### config.mk
export PLATFORM = sky130hd
export DESIGN_NAME = gauss_datapath
export DESIGN_NICKNAME = d
export VERILOG_FILES = /design/src/rtl/gauss_datapath.sv
export SDC_FILE = /design/constraint.sdc
export NUM_CORES = 1
export LEC_CHECK = 0
export BUFFER_PORTS_ARGS = -buffer_cell sky130_fd_sc_hd__buf_2
export CAP_MARGIN = 5
export CORE_MARGIN = 1.5
export CORE_UTILIZATION = 35
export DETAILED_ROUTE_END_ITERATION = 8
export PLACE_DENSITY = 0.56
export SLEW_MARGIN = 0
export SYNTH_ARGS = -nofsm -noshare
export SYNTH_HDL_FRONTEND = slang
export SYNTH_SLANG_ARGS = --single-unit
### constraint.sdc
create_clock -name clk -period 2.08 [get_ports clk]
set_input_delay 0.312 -clock clk [delete_from_list [all_inputs] [get_ports clk]]
set_output_delay 0.312 -clock clk [all_outputs]
set_load 0.005 [all_outputs]
### src/rtl/gauss_datapath.sv
// Gauss sum 1+2+...+n datapath steered by a one-hot LOAD/ACCUM/DONE control word.
// Latency n+1 edges after operand accept (0 for n=0); single result buffer, no operand taken while a result waits.
module gauss_datapath #(
  parameter int WIDTH = 8
) (
  input  logic               clk,
  input  logic               preset,
  input  logic [2:0]         ctrlword,
  input  logic               op_valid,
  output logic               op_ready,
  input  logic [WIDTH-1:0]   op_n,
  output logic [1:0]         status,
  output logic               res_valid,
  input  logic               res_ready,
  output logic [2*WIDTH-1:0] result
);

  localparam logic [2:0] CMD_LOAD  = 3'b001;
  localparam logic [2:0] CMD_ACCUM = 3'b010;
  localparam logic [2:0] CMD_DONE  = 3'b100;

  logic [WIDTH-1:0]   cnt;
  logic [2*WIDTH-1:0] acc;
  logic               held;

  logic is_load;
  logic is_accum;
  logic is_done;
  logic op_accept;
  logic zero_accept;
  logic accum_step;
  logic complete;
  logic res_taken;

  // Any non-one-hot word matches none of these, so every register freezes.
  assign is_load  = (ctrlword == CMD_LOAD);
  assign is_accum = (ctrlword == CMD_ACCUM);
  assign is_done  = (ctrlword == CMD_DONE);

  assign op_ready    = is_load & ~held & ~res_valid;
  assign op_accept   = op_valid & op_ready;
  assign zero_accept = op_accept & (op_n == '0);
  assign accum_step  = is_accum & (cnt != '0);
  assign complete    = is_done & held & ~res_valid;
  assign res_taken   = res_valid & res_ready;

  assign status = {held & (cnt != '0), held};

  always_ff @(posedge clk) begin
    if (preset) begin
      cnt       <= '0;
      acc       <= '0;
      held      <= 1'b0;
      res_valid <= 1'b0;
      result    <= '0;
    end else begin
      if (op_accept) begin
        if (op_n != '0) begin
          cnt  <= op_n;
          acc  <= '0;
          held <= 1'b1;
        end else begin
          result <= '0;
        end
      end
      if (accum_step) begin
        acc <= acc + {{WIDTH{1'b0}}, cnt};
        cnt <= cnt - WIDTH'(1);
      end
      if (complete) begin
        result <= acc;
        held   <= 1'b0;
      end
      // Completions require res_valid=0, so setting and clearing never coincide.
      if (complete | zero_accept) begin
        res_valid <= 1'b1;
      end else if (res_taken) begin
        res_valid <= 1'b0;
      end
    end
  end

endmodule

After elaboration in Yosys (flattened, before gate mapping)
Cells that the tools add are included.

storage, ports and cells
  bits in registers = 42
  output and inout bits = 20

operators by class
  reductions and logical operators = 11
  $add $sub $neg = 2
  bitwise gates (word level) = 12
  equal/unequal tests = 4
  muxes and demuxes = 11

operators with widths
  cell                                              number
  2-to-1 mux 16 bit                                 6
  2-to-1 mux 8 bit                                  3
  adder 16 x 8 -> 16 bit                            1
  nonzero test 8 bit                                2
  bitwise AND 1 bit                                 9
  logical NOT 8 bit                                 1
  nonzero test 2 bit                                4
  subtractor 8 x 1 -> 8 bit, second input constant  1
  AND reduction 2 bit                               3
  == test 3 x 1 -> 1 bit, second input constant     1
  == test 3 x 2 -> 1 bit, second input constant     1
  == test 3 bit, second input constant              1
  2-to-1 mux 1 bit                                  2
  inequality test 2 bit, second input constant      1
  NOT 1 bit                                         2
  OR reduction 2 bit                                1
  bitwise OR 1 bit                                  1

Logic depth before layout (Yosys ltp)
  depth in word-level cells = 7
  gate-level depth with buffers = 8
  gate-level depth less buffers = 8

Least setup slack after synthesis
No wires, ideal clock.

  path type = reg-to-reg
  from = register cnt[0]
  to = register acc[14]
  arrival time = 2.093 ns
  library setup time = 0.071 ns
  path slack = -0.083 ns
  cell stages (with the launch flop) = 9
  cells stage by stage = dfxtp_1 ha_1 inv_1 fa_1 nand2b_1 a21oi_1 o41ai_1 or4_1 a21oi_1

on the way
  longest elaborated chain between the ends = 4

ends and longest elaborated chain
  element                                                         line  source
  start: declaration                                              22    logic [WIDTH-1:0] cnt;
  start signal: assignment                                        59    cnt <= op_n;
  start signal: assignment                                        68    cnt <= cnt - WIDTH'(1);
  branches (longest 4 deep; another with adder 16 x 8 -> 16 bit)  --
  end signal: assignment                                          67    acc <= acc + {{WIDTH{1'b0}}, cnt};
  end: declaration                                                23    logic [2*WIDTH-1:0] acc;

Parallel ways; which one is timed is not known.
A chain may end at the register's enable or synchronous reset.

Worst setup path after layout
  from = register cnt[6]
  to = register acc[13]

The elaborated chain is that of the path after synthesis.

==> key figures <==
Floorplan
  • # rows: 28
  • I/O Pins: 35
  • Core ar.: 0.005851 mm^2
  • Initial Util: 36.04%
  • Die span in x: 80.61 um
  • Die height: 80.61 um
  • DIE AREA: 0.006498 mm^2

Worst setup path
  • Crit Path Max Fanout: 6
  • CP Capture Type: flop
  • Crit path required time: 2.30 ns
  • Crit path launch type: flop
  • Critical path class: reg -> reg
  • Crit-path cells: ha_1 > o21ai_0 > o21bai_1 > o21ai_2 > buf_4 > or3_1 > a211oi_2
  • CP max stage cell: or3_1
  • Worst endpoint data arrival time: 2.23 ns
  • CP peak stage delay: 0.36 ns

Clock network
  • CTS tree: built
  • CTS Hold Bufs: 0
  • Clock slew at reported path FFs: 0.08 ns
  • Total CTS buffers: 5
  • Root Buffer: clkbuf_8
  • Worst-Skew Late Latency: 0.30 ns
  • H-Tree Depth: 2
  • Clock sinks: 42
  • Clock buffer depth: 2

Global routing
  • GRT Total Usage: 18.62%
  • First-pass GRT wire length: 9032 um
  • Initial antenna violation count: 0
  • Vias in the first global route: 1784
  • Grt total ovfl: 0
  • Largest net degree at the start of global routing: 21

Detailed routing
  • Router iterations before antenna repair: 4
  • Drt drc: 0
  • Vias per cell: 5.448
  • Met1 Routed Length: 2879 um
  • Wirelength per Cell: 15.57 um
  • Routed wl met2: 2622 um
  • Post-Route WL: 5869 um
  • Final ANT Viol Nets: 0
  • WL met3: 274 um
  • Via count: 2054
  • Initial DRC Count: 113
  • Max Used Layer: met4

STA
  • Final setup violation count: 0
  • Fmax: 499.4 MHz
  • Actual slew at the worst max-slew pin: 0.5278 ns
  • Setup skew after layout: 0.007423 ns
  • Final Cycle Share: 96.27%
  • Hold Violations, Final: 0
  • Min cycle time layout: 2.002 ns
  • Slew headroom: 64.81%
  • Max-slew violation count: 0
  • Unrepaired setup endpoints after global routing: yes

Placed design
  • PortBufs: 34
  • Post-DP HPWL: 4258 um
  • Placed cell area: 0.002599 mm^2
  • GPL Wtd Cong: 0.8860

Power and ir drop
  • Clock Power Share: 33.7%
  • Leak pwr: 1.142 nW
  • Pint: 1.154 mW
  • Power Density: 578.7 mW/mm^2
  • Peak supply drop: 0.3028 mV
  • Switching pwr: 0.4429 mW
  • Switching share of power: 27.73%
  • Comb pwr share: 14.0%
  • Sequential share of power: 52.3%
  • Final Power: 1.597 mW

Cells and area
  • Syn-to-layout area delta: 30.92%
  • Ant diodes: 0
  • Final #Nets: 327
  • Final instance area: 0.002760 mm^2
  • Layout cells sized above 1: 32.78%

Hold path
  • Worst Hold Class: in -> reg

Yosys
  • Post-synthesis register bit count: 42
  • Synth unique cells: 54
  • Synth async-reset ratio: 0%
  • Ys Warns: 0
  • Post-Syn Area: 0.002108 mm^2
  • Post-synth EDFFs: 0
  • Avg Synthesized Cell Area: 8.858 um^2
  • Synthesized net count: 264
  • Cells after synthesis: 238
  • Ys flop type: dfxtp_1
  • Sequential fraction of the synthesis area: 39.88%

Flow run
  • Max cap viols: 0

Status
  • Status: completed
[power groups by stage]
stage	sequential, mW	clock, mW	combinational (mW)
final	0.836	0.538	0.223
after global routing	0.838	0.582	0.245
after CTS	0.834	0.560	0.216
after detailed placement	0.853	0	0.215
after global placement	0.852	0	0.217
after floorplan	0.849	0	0.120
[kinds of logic (layout without fill, tap and decap cells)]
kind of cell / Yosys count / after routing / share of synthesized area (%)
buf+inv: 18 / 82 / 3.501
flops: 42 / 42 / 39.88
simple gates: 89 / 89 / 21.72
fa+ha+maj: 11 / 11 / 6.884
xor+xnor: 3 / 3 / 1.247
compound gates: 74 / 74 / 26.23
mux: 1 / 1 / 0.5341
[critical path: cells and delay by family (launching register included)]
| family | cells | cell delay [ns] |
|---|---|---|
| AO/OA/AOI/OAI | 4 | 0.71 |
| adder cells (fa/ha/maj) | 1 | 0.34 |
| flip-flops | 1 | 0.35 |
| buffers and inverters | 1 | 0.16 |
| AND/OR/NAND/NOR | 1 | 0.36 |
[final cells by class]
cell class              instances  area [um^2]
clock inverters                 3        21.27
repair buffers                 68        429.2
multi-input cells             178         1279
fillers                       604         3090
clock buffers                   5        68.82
well taps                      75        93.84
flip-flops and latches         42        845.8
inverters                       6        22.52
[routing by layer]
layer  up-vias  GRT usage, %
met5         -             0
met4         0         8.103
met3         7         3.182
met2        45         27.98
met1       965         25.95
li1       1037             -
[flip-flops by register name, summed over array words and instances (netlist names)]
signal	cells
acc	16
result	16
cnt	8
held	1
res_valid	1
[stage by stage]
stage / worst slack [ns] / hold WS (ns) / std cells / utilization (%) / TNS, ns
after floorplan: 0.005732 / 0.4582 / 238 / - / 0
after global placement: -0.02903 / 0.4775 / 367 / 44.42 / -0.02903
after detailed placement: -0.04611 / 0.4782 / 367 / 44.42 / -0.04611
after CTS: 0.006746 / 0.2603 / 375 / 45.98 / 0
after global routing: -0.03552 / 0.2818 / 377 / 47.18 / -0.06078
final: 0.07758 / 0.2683 / 377 / 47.18 / 0
[layout by cell type, fill, tap and decap left out, types with 2 or more instances in the layout]
cell type   n
nand3_1     6
dfxtp_2     4
xor2_1      2
nand4_1     4
o21bai_1    2
nor2_1     40
o2111ai_1   4
o211ai_1    2
o311ai_0    2
nor2b_1     2
nor4_1      3
a22oi_1    18
buf_4      33
ha_1        9
a211oi_2    2
nor3_1      3
clkbuf_8    5
a31o_2      2
or4_1       5
and3_1      4
dfxtp_1    38
a211oi_1    3
buf_2      34
o21ai_0     7
inv_1       5
nand2_1     7
a21oi_1     9
o41ai_1     5
and2_1      2
[cells in the mapped netlist, types with 5 or more instances]
master    instances  area share, %
o41ai_1           6            2.5
o21ai_0           7            1.7
a22oi_1          18            6.4
nand3_1           6            1.4
or4_1             6            2.1
dfxtp_1          42             40
nand2_1           7            1.2
nor2_1           40            7.1
a211oi_1          5            1.8
inv_1             5           0.89
ha_1             10            5.9
clkbuf_1          9            1.6
a21oi_1          11            2.6
[what timing repair did]
item	CTS	global route
pin swaps	1	8
endpoints found under the setup margin	2	12
setup buffers	0	2
gates resized for setup	1	15
[path summary, 6_finish.rpt]
| check | start | to | slack (ns) | cells after the start |
|---|---|---|---|---|
| max reg2reg | cnt[6] | acc[13] | 0.08 | 7 |
| max | cnt[6] | acc[13] | 0.08 | 7 |
| min reg2reg | result[7] | result[7] | 0.50 | 2 |
| min | res_ready | res_valid | 0.27 | 3 |
No activity file was read; power rests on OpenSTA's default activity.
